File: src/rtl/a25_mem_wb_pkg.sv
// Shared types and constants for the a25 data-memory / load-return stage.
package a25_mem_wb_pkg;

    localparam int unsigned DATA_W   = 32;
    localparam int unsigned BE_W     = 4;
    localparam int unsigned LRD_W    = 9;
    localparam int unsigned WB_RD_W  = 11;
    localparam int unsigned CNT_W    = 16;

    // Load size encodings carried in the descriptor; 2'b11 also means word
    localparam logic [1:0] LD_WORD = 2'b00;
    localparam logic [1:0] LD_HALF = 2'b01;
    localparam logic [1:0] LD_BYTE = 2'b10;

    // Load descriptor field positions
    localparam int unsigned LRD_REG_LSB  = 0;
    localparam int unsigned LRD_USER     = 4;
    localparam int unsigned LRD_SIZE_LSB = 5;
    localparam int unsigned LRD_SIGN     = 7;
    localparam int unsigned LRD_PASS     = 8;

    typedef enum logic [1:0] {
        ST_IDLE = 2'b00,
        ST_REQ  = 2'b01,
        ST_WB   = 2'b10
    } mem_wb_state_t;

endpackage

File: src/rtl/a25_load_align.sv
// Load data alignment: ARM-style rotation for words, lane select plus
// zero/sign extension for halfwords and bytes.
module a25_load_align
    import a25_mem_wb_pkg::*;
(
    input  logic [DATA_W-1:0] i_rdata,
    input  logic [1:0]        i_off,
    input  logic [1:0]        i_size,
    input  logic              i_sign,
    output logic [DATA_W-1:0] o_result_c
);

    logic [DATA_W-1:0] w_rot;
    logic [15:0]       w_half;
    logic [7:0]        w_byte;

    // Select lane / rotate according to byte offset, then extend by size
    always_comb begin
        w_rot      = i_rdata;
        w_half     = i_off[1] ? i_rdata[31:16] : i_rdata[15:0];
        w_byte     = i_rdata[{i_off, 3'b000} +: 8];
        o_result_c = i_rdata;

        case (i_off)
            2'd1:    w_rot = {i_rdata[7:0],  i_rdata[31:8]};
            2'd2:    w_rot = {i_rdata[15:0], i_rdata[31:16]};
            2'd3:    w_rot = {i_rdata[23:0], i_rdata[31:24]};
            default: w_rot = i_rdata;
        endcase

        case (i_size)
            LD_HALF: o_result_c = {{16{i_sign & w_half[15]}}, w_half};
            LD_BYTE: o_result_c = {{24{i_sign & w_byte[7]}},  w_byte};
            default: o_result_c = w_rot;
        endcase
    end

endmodule

File: src/rtl/a25_mem_wb.sv
// Data-memory access and load write-back stage downstream of a25_execute.
// One access in flight at a time over a req/ack port, with bus-error and
// timeout abort, and aligned load data returned on the write-back outputs.
module a25_mem_wb
    import a25_mem_wb_pkg::*;
#(
    parameter int unsigned TIMEOUT_CYCLES = 255
)(
    input  logic                i_clk,
    input  logic                i_rst_n,
    input  logic                i_core_stall,
    input  logic [DATA_W-1:0]   i_daddress,
    input  logic                i_daddress_valid,
    input  logic                i_write_enable,
    input  logic [DATA_W-1:0]   i_write_data,
    input  logic [BE_W-1:0]     i_byte_enable,
    input  logic [LRD_W-1:0]    i_exec_load_rd,
    output logic                o_mem_stall,
    output logic                o_mem_req,
    output logic                o_mem_we,
    output logic [DATA_W-1:0]   o_mem_addr,
    output logic [BE_W-1:0]     o_mem_be,
    output logic [DATA_W-1:0]   o_mem_wdata,
    input  logic                i_mem_ack,
    input  logic                i_mem_err,
    input  logic [DATA_W-1:0]   i_mem_rdata,
    output logic [DATA_W-1:0]   o_wb_read_data,
    output logic                o_wb_read_data_valid,
    output logic [WB_RD_W-1:0]  o_wb_load_rd,
    output logic                o_dabort
);

    localparam int unsigned CNT_INC_W = CNT_W + 1;

    mem_wb_state_t        r_state;
    logic [DATA_W-1:0]    r_addr;
    logic                 r_we;
    logic [BE_W-1:0]      r_be;
    logic [DATA_W-1:0]    r_wdata;
    logic [LRD_W-1:0]     r_lrd;
    logic [CNT_W-1:0]     r_cnt;
    logic                 r_mem_req;
    logic                 r_mem_stall;
    logic                 r_dabort;
    logic                 r_wb_valid;
    logic [DATA_W-1:0]    r_wb_data;
    logic [WB_RD_W-1:0]   r_wb_load_rd;

    logic                 w_accept;
    logic [CNT_INC_W-1:0] w_cnt_inc;
    logic                 w_timeout;
    logic [DATA_W-1:0]    w_align;

    assign w_accept  = i_daddress_valid && !i_core_stall;
    assign w_cnt_inc = {1'b0, r_cnt} + CNT_INC_W'(1);
    assign w_timeout = (w_cnt_inc == CNT_INC_W'(TIMEOUT_CYCLES));

    a25_load_align u_align (
        .i_rdata    (i_mem_rdata),
        .i_off      (r_addr[1:0]),
        .i_size     (r_lrd[LRD_SIZE_LSB +: 2]),
        .i_sign     (r_lrd[LRD_SIGN]),
        .o_result_c (w_align)
    );

    // Access FSM with all port and write-back outputs registered
    always_ff @(posedge i_clk) begin
        if (!i_rst_n) begin
            r_state      <= ST_IDLE;
            r_addr       <= '0;
            r_we         <= 1'b0;
            r_be         <= '0;
            r_wdata      <= '0;
            r_lrd        <= '0;
            r_cnt        <= '0;
            r_mem_req    <= 1'b0;
            r_mem_stall  <= 1'b0;
            r_dabort     <= 1'b0;
            r_wb_valid   <= 1'b0;
            r_wb_data    <= '0;
            r_wb_load_rd <= '0;
        end else begin
            r_dabort <= 1'b0;
            case (r_state)
                ST_IDLE: begin
                    if (w_accept) begin
                        r_addr      <= i_daddress;
                        r_we        <= i_write_enable;
                        r_be        <= i_write_enable ? i_byte_enable : 4'hF;
                        r_wdata     <= i_write_data;
                        r_lrd       <= i_exec_load_rd;
                        r_cnt       <= '0;
                        r_mem_req   <= 1'b1;
                        r_mem_stall <= 1'b1;
                        r_state     <= ST_REQ;
                    end
                end
                ST_REQ: begin
                    if (i_mem_ack) begin
                        // An ack always beats a timeout reached in the same cycle
                        r_mem_req <= 1'b0;
                        if (i_mem_err) begin
                            r_dabort    <= 1'b1;
                            r_mem_stall <= 1'b0;
                            r_state     <= ST_IDLE;
                        end else if (r_we) begin
                            r_mem_stall <= 1'b0;
                            r_state     <= ST_IDLE;
                        end else begin
                            r_wb_data    <= w_align;
                            r_wb_load_rd <= {r_addr[1:0], r_lrd};
                            r_wb_valid   <= 1'b1;
                            r_mem_stall  <= i_core_stall;
                            r_state      <= ST_WB;
                        end
                    end else if (w_timeout) begin
                        r_mem_req   <= 1'b0;
                        r_dabort    <= 1'b1;
                        r_mem_stall <= 1'b0;
                        r_state     <= ST_IDLE;
                    end else begin
                        r_cnt <= w_cnt_inc[CNT_W-1:0];
                    end
                end
                ST_WB: begin
                    // Result held until the core is free to consume it
                    if (!i_core_stall) begin
                        r_wb_valid  <= 1'b0;
                        r_mem_stall <= 1'b0;
                        r_state     <= ST_IDLE;
                    end else begin
                        r_mem_stall <= 1'b1;
                    end
                end
                default: begin
                    r_mem_req   <= 1'b0;
                    r_mem_stall <= 1'b0;
                    r_wb_valid  <= 1'b0;
                    r_state     <= ST_IDLE;
                end
            endcase
        end
    end

    assign o_mem_stall          = r_mem_stall;
    assign o_mem_req            = r_mem_req;
    assign o_mem_we             = r_we;
    assign o_mem_addr           = {r_addr[DATA_W-1:2], 2'b00};
    assign o_mem_be             = r_be;
    assign o_mem_wdata          = r_wdata;
    assign o_wb_read_data       = r_wb_data;
    assign o_wb_read_data_valid = r_wb_valid;
    assign o_wb_load_rd         = r_wb_load_rd;
    assign o_dabort             = r_dabort;

endmodule

File: config.mk
export PLATFORM = sky130hd
export DESIGN_NAME = a25_mem_wb
export DESIGN_NICKNAME = d
export VERILOG_FILES = /design/src/rtl/a25_mem_wb_pkg.sv /design/src/rtl/a25_load_align.sv /design/src/rtl/a25_mem_wb.sv
export SDC_FILE = /design/constraint.sdc
export NUM_CORES = 1
export LEC_CHECK = 0
export CAP_MARGIN = 10
export CORE_ASPECT_RATIO = 0.5
export CORE_MARGIN = 5
export CORE_UTILIZATION = 35
export DETAILED_ROUTE_END_ITERATION = 8
export GPL_ROUTABILITY_DRIVEN = 0
export PLACE_DENSITY_LB_ADDON = 0.08
export SYNTH_ARGS = -nofsm -noshare
export SYNTH_HDL_FRONTEND = slang
export SYNTH_HIERARCHICAL = 1
export SYNTH_SLANG_ARGS = --single-unit
File: constraint.sdc
create_clock -name i_clk -period 2.94 [get_ports i_clk]
set_input_delay 0.588 -clock i_clk [delete_from_list [all_inputs] [get_ports i_clk]]
set_output_delay 0.588 -clock i_clk [all_outputs]
set_load 0.005 [all_outputs]
==> metrics.txt <==
min-delay src=r_lrd[8]; period utilization=92.6%; Antenna Cells=0; Area growth syn-to-layout=38.9%; Mapped Area=7080 um2; initial antenna violation count=0; worst r2r src=r_cnt[0]; RSZ-0062 raised after global routing=false; fin area=9840 um2; CTS sink cnt=143; number of CTS-inserted buffers=17; Setup crit end kind=flop; clock buffer depth=2; FF-to-FF End=r_cnt[3]; gr usage total=18.4%; drt total wl=21900 um; die width=211 um; hold buffer count at cts=0; initial DRC count=436; Post-synth EDFFs=0; final slew viol count=0; Initial Utilization=36.0%; ANT nets after route=0; largest net degree at the start of global routing=80; first-pass GRT wire length=34900 um; Final Hold Fails=0; CTS Root Buffer Type=clkbuf_16; Skew-Pair Late Insertion Delay=0.41 ns; aggregate global routing overflow=0; relative slew slack=43.9%; Ports=232; FF+latch count, synth=143; DR DRC count=0; Worst-path clk slew=0.06 ns; number of I/O port buffers=229; startpoint types=flop; flop2flop setup slack=0.22 ns; Synth Flop Type=dfxtp_1; routed len/inst=16.6 um; Core Box Area=19700 um2; die area=23400 um2; CP Data Arrival Time=3.07 ns; Fmax achieved=368 MHz; Register-to-Register Path Depth=9; HP Class=flop to flop; pre-CTS WS=0.254 ns; Non-Filler Instances=1316; vias in the first global route=6456; nets=1157; Via Count=6636; Storage cell area=2860 um2; Mapped Avg Cell Area=8.13 um2; post-CTS sizing=0; Synth cell types=62; worst setup path category=flop to flop; dpl hpwl=15500 um; post-layout minimum cycle time=2.72 ns; final setup fails=0; Critical Path Fanout Max=15; sequential share of the synthesized area=40.4%; Via density=5.04; area post-placement=9310 um2; Synth async-reset ratio=0%; total power=4.70 mW; CTS H-tree lvls=4; CTS tree=built; commonest non-fill, non-tap cell in the layout=nand2_1; layout cells sized above 1=9.71%; worst IR drop on VDD=0.387 mV; Fin Setup TNS=0 ns; Req. time, crit path=3.29 ns; Synth Warn #=6; hold endpoint=o_wb_load_rd[8]; Multi-input gate area=3650 um2; Rows=36; most frequent cells in the layout=nand2_1 (272), clkdlybuf4s50_1 (229), dfxtp_1 (142); DRT Pass-1 Iters=4; Lkg Pwr=3.32 nW; fillers=1911; Post-CTS Setup Inserts=0; hold depth=2; Die Y-Extent=111 um; placed cells=1284; Tightest Pin Transition=0.842 ns; status=finished clean; max_cap viols=0; Mapped Cells=871; final worst setup slack=0.219 ns; pwr dens=478 nW/um2; Setup Skew=0.00858 ns
## metrics by stage
| stage | hold slack, ns | util, % |
|---|---|---|
| floorplan | 0.432 | - |
| global placement | 0.436 | 47.3 |
| detailed placement | 0.444 | 47.3 |
| CTS | 0.451 | 50.0 |
| global route | 0.467 | 50.0 |
| finish | 0.445 | 50.0 |
## logic make-up (layout without fill, tap and decap cells)
group	after synthesis	in the layout	share of synthesized area, %
compound gates	207	207	16.7
flops	143	143	40.4
other cells	1	2	0.0529
mux	42	42	10.5
simple gates	363	363	22.8
xor+xnor	5	5	0.618
buf+inv	106	284	8.25
fa+ha+maj	4	4	0.707
## critical path, stage by stage (launching register included)
cell and delay, ns:
dfxtp_1 0.43, ha_1 0.36, nand3_4 0.19, nor4_4 0.43, o21bai_2 0.10, a31oi_2 0.31
o31ai_4 0.10, buf_4 0.19, or4_1 0.40, a21oi_1 0.14
## cells in the mapped netlist (2+ instances only)
library cell / instances / area, um2
a21oi_1: 132 / 661
a22oi_1: 8 / 60.1
a31oi_1: 5 / 31.3
and2_1: 2 / 12.5
and3_1: 3 / 18.8
and4_1: 2 / 17.5
buf_1: 2 / 7.51
buf_2: 11 / 55.1
buf_4: 40 / 300
buf_6: 3 / 33.8
clkbuf_1: 42 / 158
clkinv_1: 2 / 7.51
dfxtp_1: 143 / 2860
ha_1: 4 / 50.1
inv_1: 6 / 22.5
mux2_2: 8 / 90.1
mux2i_1: 9 / 90.1
mux4_2: 25 / 563
nand2_1: 272 / 1020
nand2b_1: 10 / 62.6
nand3_1: 8 / 40.0
nand3_4: 2 / 35.0
nand4_1: 2 / 12.5
nand4_2: 2 / 25.0
nand4b_1: 2 / 17.5
nor2_1: 23 / 86.3
nor2b_1: 3 / 18.8
nor3_1: 7 / 35.0
nor3_2: 2 / 20.0
nor3b_1: 4 / 30.0
nor4_2: 2 / 25.0
o211ai_1: 4 / 30.0
o21ai_0: 28 / 140
o21ai_1: 11 / 55.1
o41ai_1: 4 / 35.0
or3_1: 7 / 43.8
or3b_1: 3 / 26.3
xnor2_1: 2 / 17.5
xor2_1: 3 / 26.3
## per-layer routing
layer  global-route usage, %  part of all wire (%)  vias to the layer above  wire, um
li1                        -                     -                     3283         -
met1                    22.7                    43                     3211      9400
met2                    32.5                    52                      124     11400
met3                    4.22                   3.6                       18       794
met4                    4.32                   1.3                        0       284
met5                       0                     0                        -         0
## sequential cells by signal, summed over array words and instances (netlist names)
signal                count
o_mem_we                  1
o_mem_req                 1
o_dabort                  1
o_wb_read_data           32
r_lrd                     9
r_addr                   32
r_cnt                    16
o_mem_wdata              32
o_mem_stall               1
o_wb_load_rd             11
r_state                   2
o_mem_be                  4
o_wb_read_data_valid      1
## final cells by class
| class | instances | area share (%) |
|---|---|---|
| clock buffer | 19 | 4.50 |
| clock inverter | 13 | 0.916 |
| inverter | 8 | 0.331 |
| multi-input combinational | 623 | 37.1 |
| sequential | 143 | 29.1 |
| tap | 266 | 3.38 |
| timing repair buffer | 244 | 24.7 |
## power by group
group          internal (mW)  leakage [nW]  switching (mW)
clock network           1.10         0.244           0.869
logic                  0.381          1.91           0.309
registers               2.00          1.16          0.0398
total                   3.48          3.32            1.22
## worst max-delay path by stage
| stage | startpoint | end | cells past startpoint |
|---|---|---|---|
| after CTS | r_cnt[0] | r_cnt[3] | 9 |
| after global routing | r_cnt[0] | r_cnt[3] | 9 |
| after global placement | r_cnt[0] | r_cnt[3] | 9 |
| final | r_cnt[0] | r_cnt[3] | 9 |
| after detailed placement | r_cnt[0] | r_cnt[3] | 9 |
| after floorplan | r_cnt[0] | r_cnt[9] | 10 |
(Power assumes the default switching activity.)
